`src/rtl/hd44780_job_queue.sv`:
```
// Job queue and dispatcher for hd44780_controller instruction programs.
// Optional retry-once of failed jobs when H4_JQ_RETRY_EN is defined.
module hd44780_job_queue #(
    parameter int ADDR_BITS   = 8,
    parameter int DEPTH       = 4,
    parameter int ACK_TIMEOUT = 15,
    parameter int GAP_TICKS   = 0
) (
    input  logic                       CLK_I,
    input  logic                       RST_I,
    input  logic                       i_push,
    input  logic [ADDR_BITS-1:0]       i_push_addr,
    output logic                       o_full,
    output logic                       o_empty,
    output logic [$clog2(DEPTH):0]     o_count,
    output logic                       o_overflow,
    output logic [ADDR_BITS-1:0]       o_start_addr,
    output logic                       o_stb,
    input  logic                       i_busy,
    input  logic                       i_error,
    output logic                       o_active,
    output logic                       o_done,
    output logic                       o_err,
    output logic [7:0]                 o_err_count
);

    localparam int AW        = $clog2(DEPTH);
    localparam int CW        = AW + 1;
    localparam int TW        = $clog2(ACK_TIMEOUT + 1);
    localparam int GW        = (GAP_TICKS < 2) ? 1 : $clog2(GAP_TICKS);
    localparam int GAP_LAST  = (GAP_TICKS > 1) ? GAP_TICKS - 1 : 0;

    typedef enum logic [2:0] {
        S_IDLE,
        S_STROBE,
        S_ACK,
        S_DONE,
        S_GAP
    } state_t;

    state_t                state_q, state_d;
    logic [AW-1:0]         head_q, head_d;
    logic [AW-1:0]         tail_q, tail_d;
    logic [CW-1:0]         count_q, count_d;
    logic [ADDR_BITS-1:0]  start_addr_q, start_addr_d;
    logic                  stb_q, stb_d;
    logic                  overflow_q, overflow_d;
    logic                  done_q, done_d;
    logic                  err_q, err_d;
    logic [7:0]            err_count_q, err_count_d;
    logic [TW-1:0]         tmo_q, tmo_d;
    logic [GW-1:0]         gap_q, gap_d;
`ifdef H4_JQ_RETRY_EN
    logic                  retry_q, retry_d;
`endif

    logic [ADDR_BITS-1:0]  mem_q [DEPTH];

    logic full;
    logic empty;
    logic push_ok;
    logic pop;
    logic fail;

    assign full  = (count_q == CW'(DEPTH));
    assign empty = (count_q == '0);

    always_comb begin
        state_d      = state_q;
        head_d       = head_q;
        tail_d       = tail_q;
        count_d      = count_q;
        start_addr_d = start_addr_q;
        stb_d        = 1'b0;
        overflow_d   = i_push && full;
        done_d       = 1'b0;
        err_d        = 1'b0;
        err_count_d  = err_count_q;
        tmo_d        = tmo_q;
        gap_d        = gap_q;
        push_ok      = i_push && !full;
        pop          = 1'b0;
        fail         = 1'b0;
`ifdef H4_JQ_RETRY_EN
        retry_d      = retry_q;
`endif

        unique case (state_q)
            S_IDLE: begin
                if (!empty) begin
                    start_addr_d = mem_q[head_q];
                    pop          = 1'b1;
                    stb_d        = 1'b1;
                    state_d      = S_STROBE;
                end
            end
            S_STROBE: begin
                tmo_d   = '0;
                state_d = S_ACK;
            end
            S_ACK: begin
                if (i_busy) begin
                    state_d = S_DONE;
                end else if (tmo_q == TW'(ACK_TIMEOUT)) begin
                    fail    = 1'b1;
                    gap_d   = '0;
                    state_d = S_GAP;
                end else begin
                    tmo_d = tmo_q + TW'(1);
                end
            end
            S_DONE: begin
                if (!i_busy) begin
                    if (i_error) begin
                        fail = 1'b1;
                    end else begin
                        done_d = 1'b1;
                    end
                    gap_d   = '0;
                    state_d = S_GAP;
                end
            end
            S_GAP: begin
                if (gap_q == GW'(GAP_LAST)) begin
                    state_d = S_IDLE;
`ifdef H4_JQ_RETRY_EN
                    // Re-dispatch the held address without touching the queue
                    if (retry_q) begin
                        stb_d   = 1'b1;
                        state_d = S_STROBE;
                    end
`endif
                end else begin
                    gap_d = gap_q + GW'(1);
                end
            end
            default: begin
                state_d = S_IDLE;
            end
        endcase

        if (push_ok) begin
            tail_d = tail_q + AW'(1);
        end
        if (pop) begin
            head_d = head_q + AW'(1);
        end
        count_d = count_q + CW'(push_ok) - CW'(pop);

`ifdef H4_JQ_RETRY_EN
        if (done_d) begin
            retry_d = 1'b0;
        end
        if (fail) begin
            if (!retry_q) begin
                retry_d = 1'b1;
            end else begin
                retry_d = 1'b0;
                err_d   = 1'b1;
            end
        end
`else
        err_d = fail;
`endif
        if (err_d && (err_count_q != 8'hFF)) begin
            err_count_d = err_count_q + 8'd1;
        end
    end

    always_ff @(posedge CLK_I) begin
        if (RST_I) begin
            state_q      <= S_IDLE;
            head_q       <= '0;
            tail_q       <= '0;
            count_q      <= '0;
            start_addr_q <= '0;
            stb_q        <= 1'b0;
            overflow_q   <= 1'b0;
            done_q       <= 1'b0;
            err_q        <= 1'b0;
            err_count_q  <= '0;
            tmo_q        <= '0;
            gap_q        <= '0;
`ifdef H4_JQ_RETRY_EN
            retry_q      <= 1'b0;
`endif
        end else begin
            state_q      <= state_d;
            head_q       <= head_d;
            tail_q       <= tail_d;
            count_q      <= count_d;
            start_addr_q <= start_addr_d;
            stb_q        <= stb_d;
            overflow_q   <= overflow_d;
            done_q       <= done_d;
            err_q        <= err_d;
            err_count_q  <= err_count_d;
            tmo_q        <= tmo_d;
            gap_q        <= gap_d;
`ifdef H4_JQ_RETRY_EN
            retry_q      <= retry_d;
`endif
        end
    end

    always_ff @(posedge CLK_I) begin
        if (push_ok) begin
            mem_q[tail_q] <= i_push_addr;
        end
    end

    assign o_full       = full;
    assign o_empty      = empty;
    assign o_count      = count_q;
    assign o_overflow   = overflow_q;
    assign o_start_addr = start_addr_q;
    assign o_stb        = stb_q;
    assign o_active     = (state_q != S_IDLE);
    assign o_done       = done_q;
    assign o_err        = err_q;
    assign o_err_count  = err_count_q;

endmodule

```
`config.mk`:
```
export PLATFORM = sky130hd
export DESIGN_NAME = hd44780_job_queue
export DESIGN_NICKNAME = d
export VERILOG_FILES = /design/src/rtl/hd44780_job_queue.sv
export SDC_FILE = /design/constraint.sdc
export NUM_CORES = 1
export LEC_CHECK = 0
export ABC_AREA = 1
export BUFFER_PORTS_ARGS = -buffer_cell sky130_fd_sc_hd__buf_2
export CAP_MARGIN = 25
export CORE_ASPECT_RATIO = 1.2
export CORE_UTILIZATION = 40
export CTS_BUF_LIST = sky130_fd_sc_hd__clkbuf_4 sky130_fd_sc_hd__clkbuf_8
export DETAILED_ROUTE_END_ITERATION = 10
export GPL_TIMING_DRIVEN = 0
export HOLD_SLACK_MARGIN = 0.1
export SETUP_SLACK_MARGIN = 0.1
export SYNTH_ARGS = -nofsm -noshare
export SYNTH_HDL_FRONTEND = slang
export SYNTH_SLANG_ARGS = --single-unit
```
`constraint.sdc`:
```
create_clock -name CLK_I -period 2.4 [get_ports CLK_I]
set_input_delay 0.48 -clock CLK_I [delete_from_list [all_inputs] [get_ports CLK_I]]
set_output_delay 0.48 -clock CLK_I [all_outputs]
set_load 0.05 [all_outputs]
```
==> results of run 1 <==
==> cell families (layout without fill, tap and decap cells) <==
group	count (synthesis)	after routing
adders and majority gates	8	8
buffers and inverters	36	89
and+or+nand+nor	125	125
AOI/OAI and AO/OA	59	59
xor gates and xnor gates	6	6
DFF	66	66
==> state kept, by name, indices dropped and copies added (netlist names) <==
signal and flops:
o_start_addr 8, tmo_q 4, o_overflow 1, state_q 3
o_err_count 8, o_count 3, head_q 2, o_err 1
o_done 1, tail_q 2, o_stb 1, mem_q 32
==> final cells by class <==
type,instances,share of cell area
sequential,66,0.479
multi-input combinational,198,0.311
timing repair buffer,37,0.0540
clock inverter,7,0.0409
clock buffer,9,0.0361
tap,87,0.0318
inverter,28,0.0307
buffer,8,0.0157
==> routing by layer <==
layer | share of wire | vias up | GRT usage
met4 | 0.012 | 0 | 0.0879
met2 | 0.49 | 32 | 0.285
met1 | 0.47 | 972 | 0.198
met5 | 0 | - | 0
met3 | 0.025 | 5 | 0.0329
li1 | - | 1108 | -
==> worst max-delay path, stage by stage (launching register included) <==
cell and delay [ns]:
dfxtp_1 0.43, nor2_1 0.06, nand2_1 0.12, nand2_1 0.21, xnor2_1 0.23, ha_1 0.16, inv_1 0.05, fa_1 0.36
inv_1 0.08, o21ai_0 0.08, a21oi_1 0.12
==> final timing paths <==
check                           slack (ns)    endpoint        from  cells past startpoint
worst max-delay path                  0.45  o_count[2]  o_count[0]                     10
worst min-delay path                  0.32      o_done     i_error                      2
worst max register to register        0.45  o_count[2]  o_count[0]                     10
worst min register to register        0.52    tmo_q[1]    tmo_q[1]                      2
==> power by group <==
part | switching [mW] | internal (mW)
Clock | 0.432 | 0.795
Sequential | 0.110 | 1.36
Combinational | 0.954 | 0.391
Total | 1.50 | 2.54
==> stage by stage <==
stage / setup slack [ns] / std cells / util / hold slack [ns] / instance area (um^2)
2_1_floorplan: 0.103 / 300 / - / 0.476 / 2870
3_3_place_gp: 0.401 / 424 / 0.459 / 0.502 / 3160
3_5_place_dp: 0.397 / 424 / 0.459 / 0.509 / 3160
4_1_cts: 0.357 / 440 / 0.497 / 0.307 / 3430
5_1_grt: 0.173 / 440 / 0.497 / 0.315 / 3430
6_report: 0.447 / 440 / 0.497 / 0.321 / 3430
==> cells in the final DEF, fill, tap and decap left out, types with 2 or more instances in the layout <==
master     count
a21oi_2        2
bufinv_16      4
nand4_1        2
nand2_2        4
nand2_1       33
nor2_4         2
o22ai_1        8
nand3_2        3
clkbuf_8       9
xnor2_1        5
nor2_2         2
edfxtp_1      32
dfxtp_1       33
buf_2         40
ha_1           7
a21oi_1       15
o21ai_1        4
inv_2          2
o21ai_0       29
nor2_1        56
nand2_4        2
nand3_1       16
buf_6          2
inv_1         26
==> what timing repair did <==
action | 4_1_cts | 5_1_grt
setup endpoints to repair | 0 | 1
hold endpoints to repair | 0 | 0
hold buffers | 0 | 0
resized for setup | 0 | 1
==> flow_metrics.py, run 1 <==
metrics = {
    "grt": {
        "grt_pass1_wl_um": 9370,
        "antenna_found_initial": 0,
        "grt_max_degree": 13,
        "overflow": 0,
        "grt_pass1_vias": 1986,
        "grt_usage": 0.167,
    },
    "synthesis": {
        "synth.avg_cell_area_um2": 9.54,
        "ys.warnings.count": 0,
        "synth_top_area_frac": 0.336,
        "synthAdderAreaFrac": 0.0376,
        "syn_inst": 300,
        "ys_types": 33,
        "seq_area_frac_synth": 0.574,
        "synthMuxAreaShare": 0,
        "syn-cell-area_mm2": 0.00286,
        "yosys.area.top_type": "edfxtp_1",
        "synth_area_leaders": "edfxtp_1 34%, dfxtp_1 24%, nor2_1 7.3%, o21ai_0 5.1%, nand2_1 4.3%",
        "synth_edf_count": 32,
        "yosysMostFrequentCell": "nor2_1",
        "synthArstFlopShare": 0,
        "synthFlopType": "dfxtp_1",
        "synthSimpleGateAreaFrac": 0.205,
        "synth-compound-area-share": 0.110,
        "syn_nets": 321,
        "synth_top_family_by_area": "simple AND/OR/NAND/NOR gates",
        "ys_ff_latch": 66,
        "synth_common_cells": "56 x nor2_1, 34 x dfxtp_1, 33 x nand2_1",
        "synth_xor_xnor_area_share": 0.0184,
    },
    "finish": {
        "antennaDiodeCount": 0,
        "syn_to_final_growth_pct": 19.8,
        "nFillCells": 650,
        "fin_nets": 369,
        "ff_latch_area_mm2": 0.00164,
        "multi_input_area_mm2": 0.00107,
        "drive_above_1_share": 0.224,
    },
    "floorplan": {
        "ios": 39,
        "core_mm2": 0.00690,
        "die_area_mm2": 0.00750,
        "rows": 33,
        "die_w_um": 79.2,
        "start_util": 0.415,
        "die_y_um": 94.7,
    },
    "sta": {
        "finalSetupTns_ns": 0,
        "worstMarginPinSlew_ns": 0.808,
        "post-route-period-util": 0.814,
        "fmax_mhz": 512,
        "slew_headroom": 0.460,
        "final.min_clock_period_ns": 1.95,
        "hold_viol_final": 0,
        "finalSetupViolations": 0,
        "drv_slew": 0,
        "rsz0062_at_grt": "no",
        "fin_skew_ns": 0.00877,
    },
    "power": {
        "leakage_nw": 1.39,
        "power_density_mw_per_mm2": 1180,
        "vdd_drop_max_uv": 638,
        "total_power_mw": 4.04,
    },
    "worst_setup_path": {
        "critPathLaunchType": "flip-flop",
        "end_kind": "flip-flop",
        "crit_required_ns": 2.67,
        "worstPathMaxFanout": 9,
        "arrival_ns": 2.22,
        "critPathKind": "flip-flop to flip-flop",
    },
    "cts": {
        "cts_tree": "built",
        "cts_buffer_depth": 2,
        "cts_root_buf": "clkbuf_8",
        "cts_sinks": 66,
        "clk_latency_ns": 0.33,
        "numCtsBuffers": 9,
        "cts-htree-levels": 3,
        "post-cts-setup-buffers": 0,
        "clk_pin_slew_ns": 0.07,
    },
    "route": {
        "drt-wirelength-per-cell_um": 12.9,
        "viasPerCell": 4.81,
        "routed_wl_um": 5680,
        "first_pass_iters": 4,
        "first_iter_violations": 80,
        "vias": 2117,
        "detail-route-antenna-nets": 0,
        "drc_errors": 0,
    },
    "hold_path": {
        "hold_class": "input port to flip-flop",
    },
    "placement": {
        "hpwl_um": 3890,
        "numPortBuffers": 37,
        "gpl.final_weighted_congestion": 0.834,
    },
    "job": {
        "max_cap_viol_count": 0,
    },
    "outcome": {
        "run_status": "completed",
    },
}
Power figures use the tool's default switching activity.
==> run 2, diff against run 1 <==
==> constraint.sdc (replaced) <==
create_clock -name CLK_I -period 1.6 [get_ports CLK_I]
set_input_delay 0.32 -clock CLK_I [delete_from_list [all_inputs] [get_ports CLK_I]]
set_output_delay 0.32 -clock CLK_I [all_outputs]
set_load 0.05 [all_outputs]
==> run 2 against run 1 <==
Effect of this change: the flow now finishes with violations (setup timing); register-to-register slack got worse by 0.67 ns; routed wire length grew 2.8%; clock-buffer cell count unchanged; sequential share of layout area is 0.98 points lower; global-route usage grew 0.27 points; flip-flop and latch count unchanged; final area is 3.8% higher; maximum frequency is 7.0% higher; power up 49%; clock power up 15%; setup slack got worse by 0.67 ns; critical path type unchanged.
==> flow_metrics.py, run 2 (synthesis gave the netlist of run 1 again) <==
metrics = {
    "worst_setup_path": {
        "slowest_delay_ns": 0.55,
        "slowest_stage": "fa_2",
        "r2r-end": "o_count[1]",
        "setup.worst_path.start": "o_count[1]",
        "crit_end": "o_count[1]",
        "worstPathMaxFanout": 5,
        "critPathKind": "flip-flop to flip-flop",
        "arrival_ns": 2.04,
        "path_depth": 8,
        "r2r_start": "o_count[1]",
        "critPathLaunchType": "flip-flop",
        "cpLargestDelayFamily": "adder cells",
        "critPathBufInv": 2,
        "crit_required_ns": 1.81,
        "r2r_cells": 8,
        "path_cells": "nor3_4 -> nor2_4 -> buf_6 -> xnor2_2 -> ha_2 -> inv_2 -> fa_2 -> nor2_1",
        "end_kind": "flip-flop",
        "rrSetupSlack_ns": -0.23,
    },
    "power": {
        "total_power_mw": 6.03,
        "leakage_nw": 1.41,
        "combPwrFrac": 0.398,
        "p_sw_frac": 0.400,
        "internal-power_mw": 3.61,
        "vdd_drop_max_uv": 841,
        "power_density_mw_per_mm2": 1690,
        "p_sw_mw": 2.41,
        "p_clk_frac": 0.235,
        "seqPwrFrac": 0.367,
    },
    "job": {
        "max_cap_viol_count": 0,
    },
    "grt": {
        "grt_usage": 0.170,
        "antenna_found_initial": 0,
        "grt_pass1_vias": 2055,
        "grt_max_degree": 14,
        "overflow": 0,
        "grt_pass1_wl_um": 9440,
    },
    "floorplan": {
        "die_w_um": 79.2,
        "die_y_um": 94.7,
        "rows": 33,
        "die_area_mm2": 0.00750,
        "core_mm2": 0.00690,
        "start_util": 0.415,
        "ios": 39,
    },
    "cts": {
        "numCtsBuffers": 9,
        "clk_pin_slew_ns": 0.07,
        "cts-htree-levels": 3,
        "cts_tree": "built",
        "cts_buffer_depth": 2,
        "cts_sinks": 66,
        "clk_latency_ns": 0.34,
        "cts_root_buf": "clkbuf_8",
        "cts_hold_buf": 0,
    },
    "sta": {
        "worstMarginPinSlew_ns": 0.522,
        "final.min_clock_period_ns": 1.83,
        "hold_slack_ns": 0.152,
        "postLayoutSetupSlackWorst_ns": -0.226,
        "fin_skew_ns": 0.00785,
        "fmax_mhz": 548,
        "rsz0062_at_grt": "yes",
        "finalSetupTns_ns": -0.432,
        "finalSetupViolations": 2,
        "post-route-period-util": 1.14,
        "slew_headroom": 0.652,
        "hold_viol_final": 0,
        "drv_slew": 0,
    },
    "finish": {
        "syn_to_final_growth_pct": 24.3,
        "final_cells": 449,
        "final_util": 0.516,
        "drive_above_1_share": 0.320,
        "layout_commonest_cell": "nor2_1",
        "largest_reg_flops": 32,
        "largest-register": "mem_q",
        "most-common-layout-cells": "52 x nor2_1, 36 x buf_2, 32 x edfxtp_1",
        "antennaDiodeCount": 0,
        "nFillCells": 633,
        "final_cell_area_mm2": 0.00356,
        "fin_nets": 378,
    },
    "hold_path": {
        "hold_class": "input port to flip-flop",
    },
    "route": {
        "drt-wirelength-per-cell_um": 13.0,
        "vias": 2202,
        "detail-route-antenna-nets": 0,
        "first_pass_iters": 4,
        "drc_errors": 0,
        "first_iter_violations": 85,
        "routed_wl_um": 5840,
        "viasPerCell": 4.90,
    },
    "placement": {
        "hpwl_um": 3870,
        "gpl.final_weighted_congestion": 0.764,
        "pre_cts_ws_ns": -0.334,
        "numPortBuffers": 37,
        "dp_cells": 424,
        "dpl_cell_area_mm2": 0.00319,
    },
    "outcome": {
        "run_status": "complete, but fails checks",
        "violations": "setup timing",
    },
}
==> run 2: layout make-up <==
cell class | count | area, um^2 | share of cell area
flip-flops and latches | 66 | 1670 | 0.470
clock inverters | 7 | 76.3 | 0.0215
well taps | 87 | 109 | 0.0306
repair buffers | 46 | 278 | 0.0781
clock buffers | 9 | 124 | 0.0348
plain buffers | 8 | 53.8 | 0.0151
inverters | 28 | 109 | 0.0306
multi-input cells | 198 | 1140 | 0.320
==> run 2: per-layer routing <==
layer / track usage / part of all wire
met1: 0.195 / 0.44
met2: 0.292 / 0.51
met3: 0.0502 / 0.039
met4: 0.0727 / 0.012
met5: 0 / 0
==> run 2: worst min path at each step <==
stage                    from             end  slack, ns  cells after the start
2_1_floorplan         i_error          o_done       0.40                      1
3_3_place_gp   o_err_count[5]  o_err_count[5]       0.49                      2
3_5_place_dp   o_err_count[4]  o_err_count[4]       0.50                      2
6_report              i_error          o_done       0.15                      2
5_1_grt               i_error          o_done       0.14                      2
4_1_cts               i_error          o_done       0.13                      2
==> run 2: what timing repair did <==
item,CTS,global route
pin swaps,3,5
gates resized for setup,19,16
endpoints found under the setup margin,38,38
buffers inserted,2,8
==> run 2: power by group through the flow <==
| stage | clock, mW | sequential (mW) | combinational, mW |
|---|---|---|---|
| 3_5_place_dp | 0 | 2.25 | 2.05 |
| 5_1_grt | 1.52 | 2.24 | 2.63 |
| 6_report | 1.42 | 2.21 | 2.40 |
| 3_3_place_gp | 0 | 2.25 | 2.03 |
| 4_1_cts | 1.46 | 2.22 | 2.23 |
| 2_1_floorplan | 0 | 2.60 | 1.22 |
